==> src/rtl/seg7_scan_ctrl_pkg.sv <==
// seg7_scan_ctrl_pkg
// Shared definitions for the multiplexed 7-segment scan controller:
// scan FSM state encoding, digit count, default slot timing and a
// digit-index to one-hot helper.
package seg7_scan_ctrl_pkg;

   typedef enum logic [1:0] {
      ST_OFF   = 2'd0,
      ST_BLANK = 2'd1,
      ST_ON    = 2'd2
   } state_t;

   localparam int DIGITS       = 4;
   localparam int IDX_W        = $clog2(DIGITS);
   localparam int CLK_DIV_DEF  = 1000;
   localparam int DEAD_CYC_DEF = 4;

   // One-hot digit enable for a digit index.
   function automatic logic [DIGITS-1:0] digit_onehot(input logic [IDX_W-1:0] idx);
      return {{(DIGITS-1){1'b0}}, 1'b1} << idx;
   endfunction

endpackage

==> src/rtl/seg7_scan_ctrl_if.sv <==
// seg7_scan_ctrl_if
// Load handshake and display drive of the scan controller.
//   en        : scan enable (low forces display off)
//   load      : request to accept data_in (transfer when load && ready)
//   ready     : a new value can be accepted
//   data_in   : four nibbles, nibble k drives digit k
//   digit_sel : one-hot active-high digit enable
//   segments  : segment pattern for the enabled digit
interface seg7_scan_ctrl_if;
   import seg7_scan_ctrl_pkg::*;

   logic              en;
   logic              load;
   logic              ready;
   logic [15:0]       data_in;
   logic [DIGITS-1:0] digit_sel;
   logic [6:0]        segments;

   modport master (output en, load, data_in, input ready, digit_sel, segments);
   modport slave  (input en, load, data_in, output ready, digit_sel, segments);
endinterface

==> src/rtl/seg7_scan_ctrl_seg7.sv <==
// seg7
// Nibble-to-segment decoder used by the board's display. The pattern set
// is the board's legacy encoding (e.g. 1 -> 7'b1010000, 5 -> 7'b1011110),
// not the textbook gfedcba glyph set.
//   nibble   : value to display
//   segments : segment pattern
module seg7 (
   input  logic [3:0] nibble,
   output logic [6:0] segments
);

   // Combinational lookup of the legacy pattern table.
   always_comb begin
      segments = 7'b0000000;
      case (nibble)
         4'h0:    segments = 7'b0111111;
         4'h1:    segments = 7'b1010000;
         4'h2:    segments = 7'b1011011;
         4'h3:    segments = 7'b1001111;
         4'h4:    segments = 7'b1100110;
         4'h5:    segments = 7'b1011110;
         4'h6:    segments = 7'b1111101;
         4'h7:    segments = 7'b0000111;
         4'h8:    segments = 7'b1111111;
         4'h9:    segments = 7'b1101111;
         4'hA:    segments = 7'b1110111;
         4'hB:    segments = 7'b1111100;
         4'hC:    segments = 7'b0111001;
         4'hD:    segments = 7'b0011110;
         4'hE:    segments = 7'b1111001;
         4'hF:    segments = 7'b1110001;
         default: segments = 7'b0000000;
      endcase
   end

endmodule

==> src/rtl/seg7_scan_ctrl.sv <==
// seg7_scan_ctrl
// Time-multiplexed 4-digit 7-segment scan controller. Each digit owns a
// slot of CLK_DIV cycles; the first DEAD_CYC cycles of a slot are blanked
// to avoid ghosting. New values go through a single-entry shadow register
// and are committed only at a frame boundary, so a frame never mixes two
// loads.
//   clk, rst_n : clock, asynchronous active-low reset
//   bus        : handshake/display interface (slave side)
import seg7_scan_ctrl_pkg::*;

module seg7_scan_ctrl #(
   parameter int CLK_DIV  = CLK_DIV_DEF,
   parameter int DEAD_CYC = DEAD_CYC_DEF
) (
   input  logic             clk,
   input  logic             rst_n,
   seg7_scan_ctrl_if.slave  bus
);

   localparam int            CW     = (CLK_DIV > 2) ? $clog2(CLK_DIV) : 1;
   localparam logic [CW-1:0] LAST_C = CW'(CLK_DIV - 1);
   localparam logic [CW-1:0] DEAD_C = CW'(DEAD_CYC);
   localparam logic [IDX_W-1:0] IDX_LAST = IDX_W'(DIGITS - 1);

   state_t             state_r, state_s;
   logic [CW-1:0]      cnt_r, cnt_s;
   logic [IDX_W-1:0]   idx_r, idx_s;
   logic [15:0]        shadow_r, shadow_s;
   logic [15:0]        disp_r, disp_s;
   logic               pending_r, pending_s;
   logic               valid_r, valid_s;
   logic               commit_s, capture_s, wrap_s;
   logic [3:0]         nib_s;
   logic [6:0]         dec_s;
   logic [DIGITS-1:0]  digit_sel_r, digit_sel_s;
   logic [6:0]         segments_r, segments_s;

   seg7 u_seg7 (
      .nibble   (nib_s),
      .segments (dec_s)
   );

   // Next-state, commit/capture and next-output computation.
   always_comb begin
      state_s   = state_r;
      cnt_s     = cnt_r;
      idx_s     = idx_r;
      wrap_s    = 1'b0;
      commit_s  = 1'b0;
      capture_s = bus.load && !pending_r;

      case (state_r)
         ST_OFF: begin
            cnt_s    = '0;
            idx_s    = '0;
            // While dark there is no frame to protect: commit straight away.
            commit_s = pending_r;
            if (bus.en && valid_r) begin
               state_s = ST_BLANK;
            end else begin
               state_s = ST_OFF;
            end
         end
         ST_BLANK, ST_ON: begin
            if (!bus.en) begin
               state_s = ST_OFF;
               cnt_s   = '0;
               idx_s   = '0;
            end else begin
               wrap_s = (cnt_r == LAST_C);
               if (wrap_s) begin
                  cnt_s = '0;
                  idx_s = idx_r + IDX_W'(1);
               end else begin
                  cnt_s = cnt_r + CW'(1);
                  idx_s = idx_r;
               end
               // Frame boundary: last digit's slot is ending.
               commit_s = pending_r && wrap_s && (idx_r == IDX_LAST);
               if (cnt_s < DEAD_C) begin
                  state_s = ST_BLANK;
               end else begin
                  state_s = ST_ON;
               end
            end
         end
         default: begin
            state_s = ST_OFF;
            cnt_s   = '0;
            idx_s   = '0;
         end
      endcase

      if (commit_s) begin
         disp_s = shadow_r;
      end else begin
         disp_s = disp_r;
      end
      valid_s = valid_r | commit_s;

      if (commit_s) begin
         pending_s = 1'b0;
      end else if (capture_s) begin
         pending_s = 1'b1;
      end else begin
         pending_s = pending_r;
      end

      if (capture_s) begin
         shadow_s = bus.data_in;
      end else begin
         shadow_s = shadow_r;
      end

      // Decode the nibble the next cycle will show, so outputs line up
      // with the registered state.
      case (idx_s)
         2'd0:    nib_s = disp_s[3:0];
         2'd1:    nib_s = disp_s[7:4];
         2'd2:    nib_s = disp_s[11:8];
         2'd3:    nib_s = disp_s[15:12];
         default: nib_s = 4'h0;
      endcase

      if (state_s == ST_ON) begin
         digit_sel_s = digit_onehot(idx_s);
      end else begin
         digit_sel_s = '0;
      end

      if (state_s == ST_OFF) begin
         segments_s = 7'b0000000;
      end else begin
         segments_s = dec_s;
      end
   end

   // State, data and registered output update.
   always_ff @(posedge clk or negedge rst_n) begin
      if (!rst_n) begin
         state_r     <= ST_OFF;
         cnt_r       <= '0;
         idx_r       <= '0;
         shadow_r    <= 16'h0000;
         disp_r      <= 16'h0000;
         pending_r   <= 1'b0;
         valid_r     <= 1'b0;
         digit_sel_r <= '0;
         segments_r  <= 7'b0000000;
      end else begin
         state_r     <= state_s;
         cnt_r       <= cnt_s;
         idx_r       <= idx_s;
         shadow_r    <= shadow_s;
         disp_r      <= disp_s;
         pending_r   <= pending_s;
         valid_r     <= valid_s;
         digit_sel_r <= digit_sel_s;
         segments_r  <= segments_s;
      end
   end

   assign bus.ready     = ~pending_r;
   assign bus.digit_sel = digit_sel_r;
   assign bus.segments  = segments_r;

endmodule

==> src/flat_wrapper.sv <==
// flat-port wrapper written by rule: the top's interface ports become plain ports
module seg7_scan_ctrl_flat 
#(
   parameter int CLK_DIV  = CLK_DIV_DEF,
   parameter int DEAD_CYC = DEAD_CYC_DEF
)
  (clk, rst_n, bus_en, bus_load, bus_data_in, bus_ready, bus_digit_sel, bus_segments);
  seg7_scan_ctrl_if bus_i ();
  input  logic clk;
  input  logic rst_n;
  input wire logic [$bits(bus_i.en)-1:0] bus_en;
  input wire logic [$bits(bus_i.load)-1:0] bus_load;
  input wire logic [$bits(bus_i.data_in)-1:0] bus_data_in;
  output wire logic [$bits(bus_i.ready)-1:0] bus_ready;
  output wire logic [$bits(bus_i.digit_sel)-1:0] bus_digit_sel;
  output wire logic [$bits(bus_i.segments)-1:0] bus_segments;
  assign bus_i.en = bus_en;
  assign bus_i.load = bus_load;
  assign bus_i.data_in = bus_data_in;
  assign bus_ready = bus_i.ready;
  assign bus_digit_sel = bus_i.digit_sel;
  assign bus_segments = bus_i.segments;
  seg7_scan_ctrl #(.CLK_DIV(CLK_DIV), .DEAD_CYC(DEAD_CYC)) u_core (.clk(clk), .rst_n(rst_n), .bus(bus_i));
endmodule
==> config.mk <==
export PLATFORM = sky130hd
export DESIGN_NAME = seg7_scan_ctrl_flat
export DESIGN_NICKNAME = d
export VERILOG_FILES = /design/src/rtl/seg7_scan_ctrl_pkg.sv /design/src/rtl/seg7_scan_ctrl_if.sv /design/src/rtl/seg7_scan_ctrl_seg7.sv /design/src/rtl/seg7_scan_ctrl.sv /design/src/flat_wrapper.sv
export SDC_FILE = /design/constraint.sdc
export NUM_CORES = 1
export LEC_CHECK = 0
export BUFFER_PORTS_ARGS = -buffer_cell sky130_fd_sc_hd__buf_2
export CAP_MARGIN = 10
export CORE_ASPECT_RATIO = 1.5
export CORE_MARGIN = 2
export CORE_UTILIZATION = 40
export DETAILED_ROUTE_END_ITERATION = 8
export GPL_TIMING_DRIVEN = 1
export REMOVE_ABC_BUFFERS = 1
export SYNTH_ARGS = -nofsm -noshare
export SYNTH_HDL_FRONTEND = slang
export SYNTH_SLANG_ARGS = --single-unit
==> constraint.sdc <==
create_clock -name clk -period 3 [get_ports clk]
set_input_delay 0.6 -clock clk [delete_from_list [all_inputs] [get_ports clk]]
set_output_delay 0.6 -clock clk [all_outputs]
set_load 0.05 [all_outputs]
==> flow_summary.json <==
{
  "drc": 0,
  "outcome": "finished with violations",
  "first_iter_violations": 107,
  "cts-root-buf": "clkbuf_8",
  "synth_seq_area_share_pct": 48.90,
  "die_x_microns": 74.94,
  "critPathCaptureType": "flip-flop",
  "synth.yosys.warnings": 0,
  "yosys-top-cells-area": "dfrtp_1 (49%), mux2_2 (6.7%), nand2_1 (3.4%), ha_1 (3.3%), nand3_1 (2.8%)",
  "async_flop_share_pct": 100.0,
  "r2r_cells": 13,
  "yosysMostFrequentCell": "dfrtp_1",
  "cp_common_cell": "or4_4",
  "p_leak_nw": 1.917,
  "final_core_util_pct": 55.74,
  "cp_num_buf_inv": 2,
  "grt_antenna_before_repair": 0,
  "layout-drive-gt1-share_pct": 43.23,
  "ys.flop_type": "dfrtp_1",
  "synth-edff-count": 0,
  "start_util_pct": 41.50,
  "dp_hpwl_microns": 5350,
  "cp_slowest_cell": "or4_4",
  "syn_area_sq_um": 3019,
  "clock_sink_count": 59,
  "r2r_setup_slack_ps": -90,
  "startpoint_type": "flip-flop",
  "cts_tree": "built",
  "grt_max_degree": 29,
  "die-area_sq_um": 8273,
  "numCtsBuffers": 9,
  "path_class": "flip-flop to flip-flop",
  "finClkSkew_ps": 10.57,
  "finalWorstSetupSlack_ps": -93.35,
  "synthDominantCellAreaShare_pct": 48.90,
  "nNetsFinal": 407,
  "path_cells": "inv_2, ha_4, nand4b_1, or4_4, nand3_2, a21oi_2, or4_4, nand2_4, inv_4, ha_4, and2_4, or4_4, o21ai_2",
  "final_cell_count_no_fill": 484,
  "io_pins": 32,
  "slew_viol_final": 0,
  "cts_max_level": 3,
  "grt_use_total_pct": 19.41,
  "timing.final.crit_share_pct": 103.1,
  "dp_cells": 458,
  "fmax_ghz": 0.3233,
  "netlist_top_cells_count": "dfrtp_1 (59), nand2_1 (27), nor2_1 (22), mux2_2 (18), nand3_1 (17)",
  "num_rows": 38,
  "place_congestion": 0.8800,
  "synth_area_per_cell_sq_um": 10.30,
  "viasPerCell": 5.107,
  "clock_path_buffers": 2,
  "drt_pass1_iterations": 4,
  "worst_pin_slew_ps": 817.2,
  "holdCritPathClass": "input pin to asynchronous set/reset pin",
  "hold_viol": 0,
  "cpLargestDelayFamily": "simple AND/OR/NAND/NOR gates",
  "postSynthCellCount": 293,
  "port_buffers": 31,
  "maxCapViolations": 0,
  "core_area_sq_um": 7274,
  "synth.ff_latch_count": 59,
  "num_vias": 2472,
  "die_y_microns": 110.4,
  "violations": "negative setup slack",
  "detail-route-antenna-nets": 0,
  "rsz0062_at_grt": "yes",
  "grt_pass1_wl_microns": 12230,
  "cp_max_fo": 6,
  "area_growth_pct": 34.31,
  "r2r_start": "u_core.state_r[0]",
  "powerDensity_nw_per_um2": 799.4,
  "wl_per_cell_microns": 15.11,
  "irDropWorstVdd_mv": 0.5819,
  "yosysTopAreaCell": "dfrtp_1",
  "antenna_cells": 0,
  "dp_slack_ps": -231.5,
  "ctsHoldBuffers": 0,
  "rr_endpoint": "u_core.bus.segments[1]",
  "grt.overflow.total": 0,
  "required_ps": 3270,
  "grt_pass1_vias": 2583,
  "wl_microns": 7314,
  "path_clk_slew_ps": 70,
  "slew_headroom_pct": 45.16,
  "clk_latency_ps": 340,
  "whs_ps": 266.6,
  "period_needed_ps": 3093,
  "setup_violations": 2,
  "cp.arrival_ps": 3360,
  "ys_types": 55,
  "max_stage_delay_ps": 570
}
[final cells by class]
type | count | area (sq um)
Timing Repair Buffer | 89 | 618.1
Tap cell | 100 | 125.1
Sequential cell | 59 | 1476
Clock inverter | 4 | 72.57
Clock buffer | 12 | 155.1
Inverter | 13 | 51.30
Fill cell | 655 | 3219
Multi-Input combinational cell | 207 | 1556
[layout by cell type, fill, tap and decap left out, types with 4 or more instances in the layout]
cell      synthesis  routed
a21oi_1          16      13
o21ai_0          12       6
clkbuf_8          0      11
mux2_2           18      18
nor4_1            4       4
xor2_1            4       4
nor2b_1           4       4
o21ai_1           9      13
nand3_1          17      15
nand4_1           5       5
buf_6             2       4
buf_2             6      31
dfrtp_1          59      59
and2_1            5       4
inv_1            12       7
a21oi_2           1       4
buf_4             0      53
nand3_2           4       6
nand2_1          27      26
nor2_1           22      21
inv_2             1       5
[sequential cells by signal, indices dropped and copies added (netlist names)]
| signal | count |
|---|---|
| u_core.valid_r | 1 |
| u_core.bus.digit_sel | 4 |
| u_core.bus.segments | 7 |
| u_core.shadow_r | 16 |
| u_core.idx_r | 2 |
| u_core.state_r | 2 |
| u_core.disp_r | 16 |
| u_core.cnt_r | 10 |
| u_core.pending_r | 1 |
[how the worst max path moves through the flow]
stage / start / slack (ps) / endpoint / depth (start not counted)
after floorplan: u_core.cnt_r[0] / -260 / u_core.bus.segments[3] / 11
after global placement: bus_en / -150 / u_core.bus.segments[1] / 12
after detailed placement: bus_en / -230 / u_core.bus.segments[1] / 12
after CTS: u_core.state_r[1] / -150 / u_core.bus.segments[1] / 13
after global routing: u_core.state_r[1] / -190 / u_core.bus.segments[3] / 13
final: u_core.state_r[0] / -90 / u_core.bus.segments[1] / 13
[what timing repair did]
item	4_1_cts	5_1_grt
gates resized for setup	18	27
pin swaps	12	14
endpoints found under the setup margin	7	7
buffers inserted	9	1
endpoints found under the hold margin	0	0
[logic make-up after synthesis]
family | count (synthesis) | synth area share (%)
and+or+nand+nor | 110 | 20.43
muxes | 21 | 7.750
xor gates and xnor gates | 7 | 2.031
AOI/OAI and AO/OA | 61 | 13.47
adders and majority gates | 8 | 3.316
DFF | 59 | 48.90
buffers and inverters | 27 | 4.102
[report_power, final]
part / internal (mW) / switching (mW)
combinational: 0.588 / 0.712
clock: 0.512 / 0.312
sequential: 1.02 / 0.0949
[metal layers]
layer,vias to the layer above,routed length (microns),track usage [%]
li1,1220,-,-
met1,1189,3018,23.61
met2,51,3888,31.23
met3,12,236,5.383
met4,0,171,8.452
met5,-,0,0
[metrics by stage]
step	cell area (sq um)	power (mW)	TNS, ps
2_1_floorplan	2944	1.815	-628.6
3_3_place_gp	3597	2.185	-548.9
3_5_place_dp	3597	2.211	-792.9
4_1_cts	3961	3.168	-478.7
5_1_grt	4055	3.441	-745.4
6_report	4055	3.242	-164.4
No activity file was read; power rests on OpenSTA's default activity.
